[config.mk]
export PLATFORM = sky130hd
export DESIGN_NAME = regfile_dump_reader
export DESIGN_NICKNAME = d
export VERILOG_FILES = /design/src/rtl/cpu_dbg_pkg.sv /design/src/rtl/regfile_dump_reader.sv
export SDC_FILE = /design/constraint.sdc
export NUM_CORES = 1
export LEC_CHECK = 0
export CAP_MARGIN = 5
export CORE_MARGIN = 2
export CORE_UTILIZATION = 45
export DETAILED_ROUTE_END_ITERATION = 12
export DONT_BUFFER_PORTS = 1
export HOLD_SLACK_MARGIN = 0.06
export SETUP_SLACK_MARGIN = 0.02
export SLEW_MARGIN = 20
export SYNTH_ARGS = -nofsm -noshare
export SYNTH_HDL_FRONTEND = slang
export SYNTH_SLANG_ARGS = --single-unit
[constraint.sdc]
create_clock -name clk -period 2.42 [get_ports clk]
set_clock_uncertainty 0.1 [all_clocks]
set_input_delay 0.363 -clock clk [delete_from_list [all_inputs] [get_ports clk]]
set_output_delay 0.363 -clock clk [all_outputs]
set_load 0.005 [all_outputs]
[src/rtl/cpu_dbg_pkg.sv]
// Shared debug definitions for the CPU register file and its dump reader.
package cpu_dbg_pkg;

    localparam int unsigned DefNumRegs = 32;
    localparam int unsigned DefAddrW   = 5;
    localparam int unsigned DefDataW   = 32;

    typedef enum logic [2:0] {
        StIdle,
        StRead,
        StEmitA,
        StEmitB,
        StFinish
    } dump_state_e;

    typedef struct packed {
        logic [DefAddrW-1:0] index;
        logic [DefDataW-1:0] data;
    } dump_entry_t;

endpackage

[src/rtl/regfile_dump_reader.sv]
// Walks the register file two registers per pass and streams (index, value) entries over
// valid/ready. Define REGFILE_DUMP_NONZERO_EN to skip entries whose value is zero.
module regfile_dump_reader
    import cpu_dbg_pkg::*;
#(
    parameter int unsigned NUM_REGS = DefNumRegs,
    parameter int unsigned ADDR_W   = DefAddrW,
    parameter int unsigned DATA_W   = DefDataW
) (
    input  logic              clk,
    input  logic              rst_n,
    input  logic              start,
    input  logic              abort,
    output logic [ADDR_W-1:0] ReadRegister1,
    output logic [ADDR_W-1:0] ReadRegister2,
    input  logic [DATA_W-1:0] ReadData1,
    input  logic [DATA_W-1:0] ReadData2,
    output logic              out_valid,
    input  logic              out_ready,
    output logic [ADDR_W-1:0] out_index,
    output logic [DATA_W-1:0] out_data,
    output logic              busy,
    output logic              done
);

`ifdef REGFILE_DUMP_NONZERO_EN
    localparam bit SkipZero = 1'b1;
`else
    localparam bit SkipZero = 1'b0;
`endif

    localparam logic [ADDR_W-1:0] LastPair = ADDR_W'(NUM_REGS / 2 - 1);

    dump_state_e       state_q, state_d;
    logic [ADDR_W-1:0] p_q, p_d;
    logic [DATA_W-1:0] a_q, a_d;
    logic [DATA_W-1:0] b_q, b_d;
    logic [ADDR_W-1:0] rr1_q, rr1_d;
    logic [ADDR_W-1:0] rr2_q, rr2_d;
    logic              valid_q, valid_d;
    logic [ADDR_W-1:0] index_q, index_d;
    logic [DATA_W-1:0] data_q, data_d;
    logic              busy_q, busy_d;
    logic              done_q, done_d;

    logic              advance;
    logic [ADDR_W-1:0] even_idx;
    logic [ADDR_W-1:0] odd_idx;

    always_comb begin
        state_d = state_q;
        p_d     = p_q;
        a_d     = a_q;
        b_d     = b_q;
        rr1_d   = rr1_q;
        rr2_d   = rr2_q;
        valid_d = 1'b0;
        index_d = index_q;
        data_d  = data_q;

        // A skipped (invalid) entry advances without waiting for a handshake.
        advance = !valid_q || out_ready;

        unique case (state_q)
            StIdle: begin
                if (start) begin
                    state_d = StRead;
                    p_d     = '0;
                end
            end
            StRead: begin
                a_d     = ReadData1;
                b_d     = ReadData2;
                state_d = StEmitA;
            end
            StEmitA: begin
                if (advance) begin
                    state_d = StEmitB;
                end
            end
            StEmitB: begin
                if (advance) begin
                    if (p_q == LastPair) begin
                        state_d = StFinish;
                        p_d     = '0;
                    end else begin
                        state_d = StRead;
                        p_d     = p_q + ADDR_W'(1);
                    end
                end
            end
            StFinish: begin
                state_d = StIdle;
            end
            default: begin
                state_d = StIdle;
            end
        endcase

        // FINISH already ends the dump, so abort there does not stretch done.
        if (abort && state_q != StIdle && state_q != StFinish) begin
            state_d = StFinish;
            p_d     = '0;
        end

        even_idx = p_d << 1;
        odd_idx  = even_idx | ADDR_W'(1);

        // Outputs are registered, so they are decoded from the state being entered.
        case (state_d)
            StRead: begin
                rr1_d = even_idx;
                rr2_d = odd_idx;
            end
            StEmitA: begin
                valid_d = !SkipZero || (a_d != '0);
                index_d = even_idx;
                data_d  = a_d;
            end
            StEmitB: begin
                valid_d = !SkipZero || (b_d != '0);
                index_d = odd_idx;
                data_d  = b_d;
            end
            default: ;
        endcase

        busy_d = (state_d == StRead) || (state_d == StEmitA) || (state_d == StEmitB);
        done_d = (state_d == StFinish);
    end

    always_ff @(posedge clk) begin
        if (!rst_n) begin
            state_q <= StIdle;
            p_q     <= '0;
            a_q     <= '0;
            b_q     <= '0;
            rr1_q   <= '0;
            rr2_q   <= '0;
            valid_q <= 1'b0;
            index_q <= '0;
            data_q  <= '0;
            busy_q  <= 1'b0;
            done_q  <= 1'b0;
        end else begin
            state_q <= state_d;
            p_q     <= p_d;
            a_q     <= a_d;
            b_q     <= b_d;
            rr1_q   <= rr1_d;
            rr2_q   <= rr2_d;
            valid_q <= valid_d;
            index_q <= index_d;
            data_q  <= data_d;
            busy_q  <= busy_d;
            done_q  <= done_d;
        end
    end

    assign ReadRegister1 = rr1_q;
    assign ReadRegister2 = rr2_q;
    assign out_valid     = valid_q;
    assign out_index     = index_q;
    assign out_data      = data_q;
    assign busy          = busy_q;
    assign done          = done_q;

endmodule

==> impl_metrics.toml <==
[placement]
gp_congestion = 0.7916
dp_hpwl_um = 6826
port_buffers = 0
place_area_mm2 = 0.004638

[setup_path]
cpPeakStageDelay_ps = 420
crit_chain = "ha_1 -> and4b_4 -> a2111oi_4 -> a21o_1 -> buf_12 -> nand2_1 -> a32o_1"
cp_slowest_cell = "a2111oi_4"
startpoint_type = "flip-flop"
arrival_ps = 2510
crit_family = "compound AO/OA/AOI/OAI gates"
criticalPathCategory = "flip-flop to flip-flop"
worstReg2RegEnd = "out_data[2]"
reg2reg_slack_ps = 220
cp_max_fo = 26
cp.required_ps = 2730
crit_buf_inv = 1
r2r_start = "p_q[0]"
rr_worst_depth = 7
startpoint = "p_q[0]"
crit_path_end_kind = "flip-flop"

[die]
ios = 119
die_w_um = 104.6
dieArea_mm2 = 0.01095
die_y_um = 104.6
core-area_mm2 = 0.009819
initial_utilization = 0.4642
rows = 36

[synthesis]
synth_top_area_frac = 0.5139
synth_area_per_cell_um2 = 9.952
yosysUniqueCellTypes = 39
syn_area_mm2 = 0.004558
synth_cells = 458
synth.top_cells.by_area = "dfxtp_1 51%, mux2i_1 14%, a32o_1 7.0%"
yosysSeqAreaShare = 0.5139
synth_edf_count = 0
yosys_warnings = 0
yosys.area.top_type = "dfxtp_1"
dominantRegCellSynth = "dfxtp_1"
ys_seq_elements = 117
syn_nets = 528
ys_async_sr_fraction = 0

[clock_tree]
cts_tree = "done"
cts.sinks = 117
h-tree-depth = 4
cts_setup_buffers = 0
clockRootBuffer = "clkbuf_8"
clk_latency_ps = 510
cts_hold_buf = 66
cts_buffers = 17
clockBufferDepth = 2
postCtsResizedCells = 0
clk_pin_slew_ps = 60

[global_routing]
grt_max_degree = 39
grt_pass1_vias = 3599
overflow = 0
grt_usage = 0.2058
grt_first_pass_wirelength_um = 17910
antenna_found_initial = 0

[detailed_routing]
vias = 3501
ant_nets = 0
detail_route.wl_per_cell_um = 16.08
dr.pass1.iters = 4
vias_per_cell = 5.273
wirelength_um = 10680
drc = 0
drt_iter0_drc = 133

[worst_hold_path]
min-delay-start = "abort"
holdPathStages = 4
hold_class = "input pin to flip-flop"
holdPathEnd = "out_index[0]"

[timing]
final_max_slew_viol_count = 0
finalSetupViolCount = 0
worst_slew_pin_slew_ps = 899.5
rsz0062_at_grt = "no"
hold_ws_ps = 113.1
period_needed_ps = 2200
hold_viol = 0
fmax_mhz = 454.5
tns_ps = 0
relSlewSlack = 0.3989
fin_crit_sh = 0.9092

[power_and_ir_drop]
p_per_area_mw_per_mm2 = 848.7
leakagePower_nw = 2.343
peakVddDrop_v = 0.0004295

[finish]
nNetsFinal = 588
final_common_cell = "dfxtp_1"
final_cell_area_mm2 = 0.005859
final_layout_size_suffix_gt1_frac = 0.1092
num_antenna_cells = 0
syn2layout_area_growth_pct = 28.55
final_cell_mix = "117 x dfxtp_1, 76 x nor2_1, 75 x nand2_1"

[flow_run]
cap_violations = 0

[outcome]
status = "finished, final reports clean"
-- where the power goes --
| group | internal [mW] | switching, mW |
|---|---|---|
| Clock | 1.39 | 0.962 |
| Sequential | 2.02 | 0.0508 |
| Combinational | 0.251 | 0.298 |
-- per-layer routing --
| layer | part of all wire | GRT usage | routed length (um) |
|---|---|---|---|
| met4 | 0.012 | 0.06762 | 130 |
| met1 | 0.42 | 0.2470 | 4497 |
| met3 | 0.078 | 0.08983 | 829 |
| met2 | 0.49 | 0.3315 | 5221 |
| met5 | 0 | 0 | 0 |
-- area by class of cell --
| class | instances | area (um^2) |
|---|---|---|
| clock buffers | 17 | 414.1 |
| clock inverters | 15 | 146.4 |
| fillers | 866 | 3960 |
| inverters | 3 | 11.26 |
| multi-input cells | 301 | 1966 |
| flip-flops and latches | 117 | 2342 |
| well taps | 133 | 166.4 |
| repair buffers | 78 | 813.3 |
-- stage by stage --
stage / std cells / power, mW / util / setup slack [ps]
2_1_floorplan: 458 / 2.481 / - / 356.5
5_1_grt: 664 / 5.201 / 0.5967 / 111.7
3_5_place_dp: 566 / 2.576 / 0.4724 / 244.6
4_1_cts: 664 / 5.023 / 0.5967 / 209.8
6_report: 664 / 4.973 / 0.5967 / 219.6
3_3_place_gp: 566 / 2.564 / 0.4724 / 282.1
-- worst register-to-register path, cell delays in order, from the launching register on --
cell and delay [ps]:
dfxtp_1 330, ha_1 240, and4b_4 240, a2111oi_4 420, a21o_1 190, buf_12 200, nand2_1 100, a32o_1 270
-- how the worst max path moves through the flow --
| stage | slack (ps) | endpoint | cells after the start |
|---|---|---|---|
| 6_report | 220 | out_data[2] | 7 |
| 5_1_grt | 110 | out_data[18] | 6 |
| 4_1_cts | 210 | out_data[10] | 7 |
| 3_5_place_dp | 240 | out_data[16] | 7 |
| 3_3_place_gp | 280 | out_data[4] | 6 |
| 2_1_floorplan | 360 | out_data[10] | 8 |
-- cell families (layout without fill, tap and decap cells) --
family | count (synthesis) | in the layout | synth area share
simple gates | 178 | 178 | 0.1702
flops | 117 | 117 | 0.5139
mux | 66 | 66 | 0.1452
compound gates | 55 | 55 | 0.1101
buf+inv | 40 | 113 | 0.05709
fa+ha+maj | 1 | 1 | 0.002745
other cells | 1 | 1 | 0.0008227
-- flip-flops by register name, summed over array words and instances (netlist names) --
signal,cells
state_q,3
out_valid,1
busy,1
ReadRegister2,5
b_q,32
p_q,5
a_q,32
done,1
out_data,32
out_index,5
-- Yosys cell counts, drive strengths merged, types with 2 or more instances --
library cell	number
and2	2
a31oi	2
nor2b	6
nor3	6
a22o	2
dfxtp	117
nand2	75
a32o	32
nor2	78
mux2i	65
inv	3
buf	20
a21oi	9
o21ai	3
a21o	2
clkbuf	17
nand4	4
No activity file was read; power rests on OpenSTA's default activity.
